<file path="config.mk">
export PLATFORM = sky130hd
export DESIGN_NAME = jtkiwi_shr_arb_flat
export DESIGN_NICKNAME = d
export VERILOG_FILES = /design/src/rtl/jtkiwi_shr_pkg.sv /design/src/rtl/jtkiwi_shr_arb_if.sv /design/src/rtl/jtkiwi_shr_port.sv /design/src/rtl/jtkiwi_shr_arb.sv /design/src/flat_wrapper.sv
export SDC_FILE = /design/constraint.sdc
export NUM_CORES = 1
export LEC_CHECK = 0
export ABC_CLOCK_PERIOD_IN_PS = 3100
export CORE_UTILIZATION = 49
export DETAILED_ROUTE_END_ITERATION = 8
export PLACE_DENSITY = 0.85
export SLEW_MARGIN = 10
export SYNTH_ARGS = -nofsm -noshare
export SYNTH_HDL_FRONTEND = slang
export SYNTH_HIERARCHICAL = 1
export SYNTH_SLANG_ARGS = --single-unit
export TNS_END_PERCENT = 100
</file>
<file path="constraint.sdc">
create_clock -name clk -period 3.1 [get_ports clk]
set_input_delay 0.62 -clock clk [delete_from_list [all_inputs] [get_ports clk]]
set_output_delay 0.62 -clock clk [all_outputs]
set_load 0.01 [all_outputs]
</file>
<file path="src/rtl/jtkiwi_shr_pkg.sv">
// jtkiwi_shr_pkg: shared encodings for the main/sub shared-RAM arbiter.
package jtkiwi_shr_pkg;
   typedef enum logic [1:0] {IDLE = 2'd0, GNT_M = 2'd1, GNT_S = 2'd2, RECOV = 2'd3} state_t;
   typedef enum logic {MAIN = 1'b0, SUB = 1'b1} owner_t;
   localparam logic [1:0] RD_LAT = 2'd2;
   localparam logic [1:0] WR_LAT = 2'd1;
   function automatic logic [1:0] lat(input logic rnw);
      return rnw ? RD_LAT : WR_LAT;
   endfunction
endpackage

</file>
<file path="src/rtl/jtkiwi_shr_arb_if.sv">
// jtkiwi_shr_arb_if: one requester's view of the shared RAM (CPU side drives master).
interface jtkiwi_shr_arb_if #(parameter int AW = 13, parameter int DW = 8);
   logic          cs;
   logic          rnw;
   logic [AW-1:0] addr;
   logic [DW-1:0] din;
   logic [DW-1:0] dout;
   logic          busy;
   logic          gnt;
   modport master (output cs, rnw, addr, din, input dout, busy, gnt);
   modport slave  (input cs, rnw, addr, din, output dout, busy, gnt);
endinterface

</file>
<file path="src/rtl/jtkiwi_shr_port.sv">
// jtkiwi_shr_port: per-requester ready counter, read-data capture and wait generation.
module jtkiwi_shr_port
   import jtkiwi_shr_pkg::*;
#(
   parameter int AW = 13,
   parameter int DW = 8
)(
   input  logic          clk,
   input  logic          rst_n,
   input  logic          i_gnt,
   input  logic          i_cs,
   input  logic          i_rnw,
   input  logic [AW-1:0] i_addr,
   input  logic [DW-1:0] i_q,
   output logic [DW-1:0] o_dout,
   output logic          o_wait
);
   logic [AW-1:0] r_addr;
   logic          r_rnw;
   logic          r_gnt;
   logic [1:0]    r_cnt;
   logic          w_chg;
   logic          w_rdy;
   assign w_chg  = i_addr != r_addr || i_rnw != r_rnw;
   assign w_rdy  = i_gnt && r_cnt >= lat(i_rnw);
   // wait also drops while reset is held so the CPU is never left stalled
   assign o_wait = rst_n & i_cs & ~w_rdy;
   always_ff @(posedge clk or negedge rst_n)
      if (!rst_n) begin
         r_addr <= '0;
         r_rnw  <= 1'b1;
         r_gnt  <= 1'b0;
         r_cnt  <= '0;
         o_dout <= '0;
      end else begin
         r_addr <= i_addr;
         r_rnw  <= i_rnw;
         r_gnt  <= i_gnt;
         r_cnt  <= (!i_gnt || w_chg) ? 2'd0 : r_cnt + {1'b0, r_cnt != 2'd3};
         if (r_gnt && i_addr == r_addr) o_dout <= i_q;
      end
endmodule

</file>
<file path="src/rtl/jtkiwi_shr_arb.sv">
// jtkiwi_shr_arb: FCFS/round-robin arbiter sharing one single-port RAM between main and sub CPUs.
// Define JTKIWI_SHR_STATS_EN to add wait-cycle counters selectable on o_st_dout via i_stat_sel.
module jtkiwi_shr_arb
   import jtkiwi_shr_pkg::*;
#(
   parameter int AW       = 13,
   parameter int DW       = 8,
   parameter int RECOVERY = 1,
   parameter int MAXHOLD  = 64
)(
   input  logic            clk,
   input  logic            rst_n,
   jtkiwi_shr_arb_if.slave m_bus,
   jtkiwi_shr_arb_if.slave s_bus,
   output logic [AW-1:0]   o_ram_addr,
   output logic [DW-1:0]   o_ram_din,
   output logic            o_ram_we,
   input  logic [DW-1:0]   i_ram_q,
`ifdef JTKIWI_SHR_STATS_EN
   input  logic [1:0]      i_stat_sel,
`endif
   output logic [7:0]      o_st_dout
);
   localparam int HW = $clog2(MAXHOLD + 1);
   localparam int RW = RECOVERY > 1 ? $clog2(RECOVERY) : 1;
   state_t          r_state;
   owner_t          r_last;
   logic            r_m_gnt;
   logic            r_s_gnt;
   logic            r_hog;
   logic [HW-1:0]   r_hold;
   logic [RW-1:0]   r_rec;
   logic [7:0]      r_st;
   logic            w_pick_m;
   logic            w_pick_s;
   logic            w_m_wait;
   logic            w_s_wait;
   logic            w_hold_inc;
   logic [DW-1:0]   w_m_dout;
   logic [DW-1:0]   w_s_dout;
   logic [7:0]      w_status;
   assign w_pick_m   = m_bus.cs & (~s_bus.cs | r_last == SUB);
   assign w_pick_s   = s_bus.cs & ~w_pick_m;
   assign o_ram_addr = r_s_gnt ? s_bus.addr : m_bus.addr;
   assign o_ram_din  = r_s_gnt ? s_bus.din : m_bus.din;
   assign o_ram_we   = (r_m_gnt & m_bus.cs & ~m_bus.rnw) | (r_s_gnt & s_bus.cs & ~s_bus.rnw);
   assign m_bus.gnt  = r_m_gnt;
   assign s_bus.gnt  = r_s_gnt;
   assign m_bus.busy = w_m_wait;
   assign s_bus.busy = w_s_wait;
   assign m_bus.dout = w_m_dout;
   assign s_bus.dout = w_s_dout;
   assign w_hold_inc = (r_m_gnt & w_s_wait) | (r_s_gnt & w_m_wait);
   assign w_status   = {r_hog, r_last, w_m_wait, w_s_wait, r_m_gnt, r_s_gnt, r_state};
   assign o_st_dout  = r_st;
   jtkiwi_shr_port #(.AW(AW), .DW(DW)) u_m (
      .clk, .rst_n, .i_gnt(r_m_gnt), .i_cs(m_bus.cs), .i_rnw(m_bus.rnw),
      .i_addr(m_bus.addr), .i_q(i_ram_q), .o_dout(w_m_dout), .o_wait(w_m_wait)
   );
   jtkiwi_shr_port #(.AW(AW), .DW(DW)) u_s (
      .clk, .rst_n, .i_gnt(r_s_gnt), .i_cs(s_bus.cs), .i_rnw(s_bus.rnw),
      .i_addr(s_bus.addr), .i_q(i_ram_q), .o_dout(w_s_dout), .o_wait(w_s_wait)
   );
   // with no recovery gap the release cycle doubles as the arbitration cycle
   always_ff @(posedge clk or negedge rst_n)
      if (!rst_n) begin
         r_state <= IDLE;
         r_last  <= SUB;
         r_m_gnt <= 1'b0;
         r_s_gnt <= 1'b0;
         r_rec   <= '0;
      end else begin
         case (r_state)
            IDLE: begin
               r_state <= w_pick_m ? GNT_M : w_pick_s ? GNT_S : IDLE;
               r_m_gnt <= w_pick_m;
               r_s_gnt <= w_pick_s;
            end
            GNT_M: begin
               r_last <= MAIN;
               if (!m_bus.cs) begin
                  r_state <= RECOVERY > 0 ? RECOV : s_bus.cs ? GNT_S : IDLE;
                  r_m_gnt <= 1'b0;
                  r_s_gnt <= RECOVERY == 0 && s_bus.cs;
                  r_rec   <= '0;
               end
            end
            GNT_S: begin
               r_last <= SUB;
               if (!s_bus.cs) begin
                  r_state <= RECOVERY > 0 ? RECOV : m_bus.cs ? GNT_M : IDLE;
                  r_s_gnt <= 1'b0;
                  r_m_gnt <= RECOVERY == 0 && m_bus.cs;
                  r_rec   <= '0;
               end
            end
            default: begin
               if (r_rec == RW'(RECOVERY - 1)) r_state <= IDLE;
               else r_rec <= r_rec + 1'b1;
            end
         endcase
      end
   always_ff @(posedge clk or negedge rst_n)
      if (!rst_n) begin
         r_hold <= '0;
         r_hog  <= 1'b0;
      end else begin
         r_hold <= w_hold_inc ? (r_hold == HW'(MAXHOLD) ? r_hold : r_hold + 1'b1) : '0;
         r_hog  <= r_hog | (w_hold_inc & r_hold == HW'(MAXHOLD - 1));
      end
`ifdef JTKIWI_SHR_STATS_EN
   logic [15:0] r_cnt_m;
   logic [15:0] r_cnt_s;
   always_ff @(posedge clk or negedge rst_n)
      if (!rst_n) begin
         r_cnt_m <= '0;
         r_cnt_s <= '0;
         r_st    <= '0;
      end else begin
         r_cnt_m <= r_cnt_m + {15'd0, w_m_wait & ~&r_cnt_m};
         r_cnt_s <= r_cnt_s + {15'd0, w_s_wait & ~&r_cnt_s};
         r_st    <= i_stat_sel == 2'd1 ? r_cnt_m[15:8] : i_stat_sel == 2'd2 ? r_cnt_s[15:8] : w_status;
      end
`else
   always_ff @(posedge clk or negedge rst_n)
      if (!rst_n) r_st <= '0;
      else r_st <= w_status;
`endif
endmodule

</file>
<file path="src/flat_wrapper.sv">
// flat-port wrapper written by rule: the top's interface ports become plain ports
module jtkiwi_shr_arb_flat import jtkiwi_shr_pkg::*;
#(
   parameter int AW       = 13,
   parameter int DW       = 8,
   parameter int RECOVERY = 1,
   parameter int MAXHOLD  = 64
)
  (clk, rst_n, o_ram_addr, o_ram_din, o_ram_we, i_ram_q, o_st_dout, m_bus_cs, m_bus_rnw, m_bus_addr, m_bus_din, m_bus_dout, m_bus_busy, m_bus_gnt, s_bus_cs, s_bus_rnw, s_bus_addr, s_bus_din, s_bus_dout, s_bus_busy, s_bus_gnt);
  jtkiwi_shr_arb_if #(.AW(AW), .DW(DW)) m_bus_i ();
  jtkiwi_shr_arb_if #(.AW(AW), .DW(DW)) s_bus_i ();
  input  logic clk;
  input  logic rst_n;
  output logic [AW-1:0] o_ram_addr;
  output logic [DW-1:0] o_ram_din;
  output logic o_ram_we;
  input  logic [DW-1:0] i_ram_q;
  output logic [7:0] o_st_dout;
  input wire logic [$bits(m_bus_i.cs)-1:0] m_bus_cs;
  input wire logic [$bits(m_bus_i.rnw)-1:0] m_bus_rnw;
  input wire logic [$bits(m_bus_i.addr)-1:0] m_bus_addr;
  input wire logic [$bits(m_bus_i.din)-1:0] m_bus_din;
  output wire logic [$bits(m_bus_i.dout)-1:0] m_bus_dout;
  output wire logic [$bits(m_bus_i.busy)-1:0] m_bus_busy;
  output wire logic [$bits(m_bus_i.gnt)-1:0] m_bus_gnt;
  input wire logic [$bits(s_bus_i.cs)-1:0] s_bus_cs;
  input wire logic [$bits(s_bus_i.rnw)-1:0] s_bus_rnw;
  input wire logic [$bits(s_bus_i.addr)-1:0] s_bus_addr;
  input wire logic [$bits(s_bus_i.din)-1:0] s_bus_din;
  output wire logic [$bits(s_bus_i.dout)-1:0] s_bus_dout;
  output wire logic [$bits(s_bus_i.busy)-1:0] s_bus_busy;
  output wire logic [$bits(s_bus_i.gnt)-1:0] s_bus_gnt;
  assign m_bus_i.cs = m_bus_cs;
  assign m_bus_i.rnw = m_bus_rnw;
  assign m_bus_i.addr = m_bus_addr;
  assign m_bus_i.din = m_bus_din;
  assign m_bus_dout = m_bus_i.dout;
  assign m_bus_busy = m_bus_i.busy;
  assign m_bus_gnt = m_bus_i.gnt;
  assign s_bus_i.cs = s_bus_cs;
  assign s_bus_i.rnw = s_bus_rnw;
  assign s_bus_i.addr = s_bus_addr;
  assign s_bus_i.din = s_bus_din;
  assign s_bus_dout = s_bus_i.dout;
  assign s_bus_busy = s_bus_i.busy;
  assign s_bus_gnt = s_bus_i.gnt;
  jtkiwi_shr_arb #(.AW(AW), .DW(DW), .RECOVERY(RECOVERY), .MAXHOLD(MAXHOLD)) u_core (.clk(clk), .rst_n(rst_n), .m_bus(m_bus_i), .s_bus(s_bus_i), .o_ram_addr(o_ram_addr), .o_ram_din(o_ram_din), .o_ram_we(o_ram_we), .i_ram_q(i_ram_q), .o_st_dout(o_st_dout));
endmodule
</file>
### Word-level counts from Yosys, hierarchy flattened

Index checks and enable logic that the tools add are counted.

| cells by class | value |
|---|---|
| add/subtract/negate cells | 4 |
| multipliers | 0 |
| divide/modulo/power cells | 0 |
| magnitude comparators | 2 |
| eq/ne operators | 16 |
| shifts and indexed selects | 0 |
| multiplexer cells | 21 |
| bitwise operators | 24 |
| reduce and logical (&&, ||, !) cells | 16 |

Operators with widths:

| operator | count |
|---|---|
| == test 13 bit | 2 |
| != test 13 bit | 2 |
| 2-to-1 mux 2 bit | 9 |
| 2-to-1 mux 7 bit | 2 |
| AND 1 bit | 13 |
| 2-to-1 mux 13 bit | 1 |
| != test 2 bit, second input constant | 5 |
| one-hot mux 1 bit (3 select lines) | 3 |
| AND reduction 3 bit | 3 |
| 2-to-1 mux 8 bit | 1 |
| adder 7 x 1 -> 7 bit, second input constant | 1 |
| == test 7 x 6 -> 1 bit, second input constant | 1 |
| == test 7 bit, second input constant | 1 |
| NOT 1 bit | 7 |
| one-hot mux 2 bit (3 select lines) | 1 |
| adder 2 x 1 -> 2 bit | 2 |
| greater-or-equal comparator 2 bit | 2 |
| logical AND 1 bit | 4 |
| logical OR 1 bit | 4 |
| != test 4 bit, second input constant | 1 |
| OR 1 bit | 4 |
| 2-to-1 mux 1 bit | 3 |
| nonzero test 3 bit | 1 |
| == test 2 x 1 -> 1 bit, second input constant | 1 |
| 7 further kinds | 9 |

| word-level totals | value |
|---|---|
| register bits after elaboration | 72 |
| latch bits | 0 |
| RAM bits | 0 |
| ROM bits | 0 |
| input port bits | 56 |
| output and inout bits | 50 |
| word-level logic and storage cells | 101 |
| memories kept | 0 |

### Longest topological paths before layout

| depth | value |
|---|---|
| word-level depth | 9 |
| depth in mapped cells | 7 |
| depth with buffers taken out | 7 |

### By module

Netlist, hierarchy kept.

Modules (own cells, without submodules):

| module | times used | cells each | area each (um2) | seq. area each (um2) |
|---|---|---|---|---|
| jtkiwi_shr_port | 2 | 68 | 987.2 | 626.9 |
| jtkiwi_shr_arb | 1 | 104 | 1156.1 | 526.8 |

### Least setup slack after synthesis

OpenSTA, ideal clock, no wires.

| timing | value |
|---|---|
| path kind | input port to output port |
| start point | input m_bus_rnw |
| end point | output m_bus_busy |
| data arrival time | 1.505 ns |
| required time | 2.480 ns |
| path slack | 0.975 ns |
| stages on the path | 5 |
| buffers on the path | 0 |
| path through | inv_1 -> ha_1 -> nand2b_1 -> a21o_1 -> a21oi_1 |

| on the way | value |
|---|---|
| longest elaborated chain between the ends | 5 |

Ends and longest elaborated chain:

| element | line | text |
|---|---|---|
| start, declared | flat_wrapper.sv:20 | `input wire logic [$bits(m_bus_i.rnw)-1:0] m_bus_rnw;` |
| 2-to-1 mux 2 bit | jtkiwi_shr_pkg.sv:8 | `return rnw ? RD_LAT : WR_LAT;` |
| greater-or-equal comparator 2 bit | jtkiwi_shr_port.sv:25 | `assign w_rdy = i_gnt && r_cnt >= lat(i_rnw);` |
| logical AND 1 bit | jtkiwi_shr_port.sv:25 |  |
| NOT 1 bit | jtkiwi_shr_port.sv:27 | `assign o_wait = rst_n & i_cs & ~w_rdy;` |
| AND 1 bit | jtkiwi_shr_port.sv:27 |  |
| end, declared | flat_wrapper.sv:24 | `output wire logic [$bits(m_bus_i.busy)-1:0] m_bus_busy;` |

Every way passes these cells.

### Final worst setup path

| timing | value |
|---|---|
| start point | input s_bus_rnw |
| end point | output s_bus_busy |

| on the way | value |
|---|---|
| longest elaborated chain between the ends | 5 |

Ends and longest elaborated chain:

| element | line | text |
|---|---|---|
| start, declared | flat_wrapper.sv:27 | `input wire logic [$bits(s_bus_i.rnw)-1:0] s_bus_rnw;` |
| 2-to-1 mux 2 bit | jtkiwi_shr_pkg.sv:8 |  |
| greater-or-equal comparator 2 bit | jtkiwi_shr_port.sv:25 |  |
| logical AND 1 bit | jtkiwi_shr_port.sv:25 |  |
| NOT 1 bit | jtkiwi_shr_port.sv:27 |  |
| AND 1 bit | jtkiwi_shr_port.sv:27 |  |
| end, declared | flat_wrapper.sv:31 | `output wire logic [$bits(s_bus_i.busy)-1:0] s_bus_busy;` |

Every way passes these cells.

==> impl_metrics.env <==
export IMPL_crit_cells=7
export IMPL_grt_pass1_wl_um=10500
export IMPL_hold_ws_ps=380
export IMPL_cts_root_buf="clkbuf_8"
export IMPL_crit_required_ps=2480
export IMPL_critPathKind="primary input to primary output"
export IMPL_maxSlewViolCount=0
export IMPL_path_max_fanout=3
export IMPL_path_clk_slew_ps=70
export IMPL_crit_buf_inv=3
export IMPL_synthCells=240
export IMPL_area_growth_pct=43.7
export IMPL_syn_area_um2=3130
export IMPL_outcome="finished clean"
export IMPL_finalInstanceArea_um2=4500
export IMPL_end_kind="primary output"
export IMPL_post_synth_cell_area_avg_um2=13.0
export IMPL_rsz0062_at_grt="false"
export IMPL_synth_ff_latch_count=71
export IMPL_start_kind="primary input"
export IMPL_h_tree_depth=3
export IMPL_via_per_inst=5.27
export IMPL_yosysWarnings=6
export IMPL_finish_utilization=0.747
export IMPL_drive_above_1_share=0.184
export IMPL_worst_slew_pin_transition_ps=849
export IMPL_fin_crit_sh=0.928
export IMPL_via_count=2313
export IMPL_die_area_um2=6710
export IMPL_drc=0
export IMPL_static_leakage_power_uw=0.00191
export IMPL_rows=28
export IMPL_crit_chain="clkdlybuf4s50_1, inv_1, ha_1, nand2b_1, a21o_1, a21oi_2, dlygate4sd2_1"
export IMPL_track_usage=0.214
export IMPL_min_period_ps=2880
export IMPL_wl_per_cell_um=14.8
export IMPL_fp_dieH_um=81.9
export IMPL_r2r_cells=4
export IMPL_reg2reg_slack_ps=1100
export IMPL_slew_headroom=0.434
export IMPL_final_nets=425
export IMPL_yosysSeqAreaShare=0.569
export IMPL_start_util=0.520
export IMPL_port_buffers=105
export IMPL_critPathArrivalTime_ps=2260
export IMPL_numClockSinks=71
export IMPL_synth_fp_nets=306
export IMPL_clk_latency_ps=340
export IMPL_cts_path_max_buffers=2
export IMPL_grt_max_degree=72
export IMPL_cts_buffers=9
export IMPL_cts_resized=3
export IMPL_synth_cell_type_count=34
export IMPL_power_density_nw_per_um2=565
export IMPL_die_width_um=81.9
export IMPL_endpoint="s_bus_busy"
export IMPL_finalWirelength_um=6510
export IMPL_clock_skew_ps=6.93
export IMPL_hold_viol_final=0
export IMPL_dpl_hpwl_um=5010
export IMPL_ios=106
export IMPL_postCtsSetupRepairBufs=0
export IMPL_hp_class="flip-flop to flip-flop"
export IMPL_tritoncts="built"
export IMPL_crit_slowest_cell="clkdlybuf4s50_1"
export IMPL_grt_pass1_vias=2357
export IMPL_finalSetupViolations=0
export IMPL_drt_iter0_markers=82
export IMPL_fmax_mhz=347
export IMPL_ant_nets=0
export IMPL_peakVddDrop_uv=470
export IMPL_cp_startpoint="s_bus_rnw"
export IMPL_r2r_end="u_core/u_s/o_dout[3]"
export IMPL_cts_hold_buffers_added=0
export IMPL_grt_ovfl_total=0
export IMPL_place_gp_congestion=0.776
export IMPL_antenna_cells=0
export IMPL_max_cap_viol_count=0
export IMPL_core_area_um2=6030
export IMPL_firstDrtPassIters=4
export IMPL_placed_cell_area_um2=4300
export IMPL_slowest_delay_ps=490
export IMPL_crit_reg2reg_launch="u_core/u_s/r_addr[4]"
export IMPL_crit_family="buffers and inverters"
export IMPL_antenna_found_initial=0
-- per-layer routing --
metal | part of all wire | up-vias | global-route usage
met5 | 0 | - | 0
met4 | 0.019 | 0 | 0.0965
met3 | 0.066 | 11 | 0.0667
met2 | 0.51 | 98 | 0.369
met1 | 0.41 | 1114 | 0.240
li1 | - | 1090 | -
-- cell usage after synthesis --
master	n	area [um2]
dfrtp_1	68	1700
mux2_2	38	428
xnor2_1	29	254
nand2_1	13	48.8
inv_1	11	41.3
ha_1	10	125
nand4_1	10	62.6
nand3_1	9	45.0
a21oi_1	6	30.0
a21boi_0	4	30.0
o21ai_0	4	20.0
buf_2	3	15.0
dfstp_2	3	78.8
nand2b_1	3	18.8
a21o_1	2	15.0
a31oi_1	2	12.5
nor2_1	2	7.51
nor3_1	2	10.0
nor4_1	2	12.5
nor4_4	2	42.5
o31ai_1	2	15.0
or3_1	2	12.5
xor2_1	2	17.5
a211oi_1	1	7.51
a221o_1	1	10.0
a22o_1	1	8.76
a22oi_1	1	7.51
nor2b_1	1	6.26
nor4b_1	1	8.76
o21ai_1	1	5.00
o22ai_1	1	6.26
o41ai_1	1	8.76
or2b_1	1	7.51
or4b_1	1	10.0
-- worst min path at each step --
stage,start,slack (ps),end,cells past startpoint
final,u_core/r_hog,380,u_core/o_st_dout[7],0
after global routing,u_core/r_hog,390,u_core/o_st_dout[7],0
after CTS,u_core/r_hog,380,u_core/o_st_dout[7],0
after detailed placement,u_core/r_hog,370,u_core/o_st_dout[7],0
after global placement,u_core/r_hog,360,u_core/o_st_dout[7],0
after floorplan,rst_n,320,u_core/m_bus.gnt,0
-- report_power, final --
part / leakage, uW / internal, uW / switching (uW)
clock network: 0.0000981 / 389 / 330
registers: 0.000895 / 1020 / 58.0
logic: 0.000913 / 421 / 328
total: 0.00191 / 1830 / 716
-- state kept, by name, summed over array words and instances, names as in the netlist, 2 cells and up --
| signal | count |
|---|---|
| u_core/r_state | 2 |
| u_core/o_st_dout | 8 |
| u_core/u_s/o_dout | 8 |
| u_core/u_m/r_addr | 13 |
| u_core/u_s/r_cnt | 2 |
| u_core/r_hold | 7 |
| u_core/u_m/o_dout | 8 |
| u_core/u_m/r_cnt | 2 |
| u_core/u_s/r_addr | 13 |
-- stage by stage --
| stage | power, uW | worst slack (ps) | std cells | TNS (ps) |
|---|---|---|---|---|
| after floorplan | 1460 | 975 | 240 | 0 |
| after detailed placement | 1840 | -157 | 423 | -196 |
| after CTS | 2570 | 206 | 439 | 0 |
| after global placement | 1820 | -89.9 | 423 | -89.9 |
| final | 2540 | 222 | 439 | 0 |
| after global routing | 2670 | 114 | 439 | 0 |
-- worst register-to-register path: cells and delay by family (launching register included) --
family,cells,cell delay [ps]
XOR/XNOR,1,280
flip-flops,1,380
multiplexers,1,410
AND/OR/NAND/NOR,2,830
-- cell families after synthesis --
logic type | Yosys count | synth area share
muxes | 38 | 0.137
and+or+nand+nor | 49 | 0.0935
xor gates and xnor gates | 31 | 0.0867
adders and majority gates | 10 | 0.0400
DFF | 71 | 0.569
buffers and inverters | 14 | 0.0180
AOI/OAI and AO/OA | 27 | 0.0564
-- placed cells by master (no fill, tap or decap), types with 4 or more instances in the layout --
master / n
nand2_1: 13
ha_1: 10
dfrtp_1: 68
clkbuf_8: 10
nand4_1: 10
clkdlybuf4s50_1: 102
inv_1: 11
a21oi_1: 5
nand3_1: 9
buf_4: 6
o21ai_0: 4
a21boi_0: 4
xnor2_1: 29
mux2_2: 38
-- cell type report --
class / instances / area, um2
flip-flops and latches: 71 / 1780
fillers: 400 / 1530
multi-input cells: 155 / 1300
repair buffers: 111 / 1090
clock buffers: 10 / 138
well taps: 75 / 93.8
clock inverters: 6 / 60.1
inverters: 11 / 41.3
No activity file was read; power rests on OpenSTA's default activity.
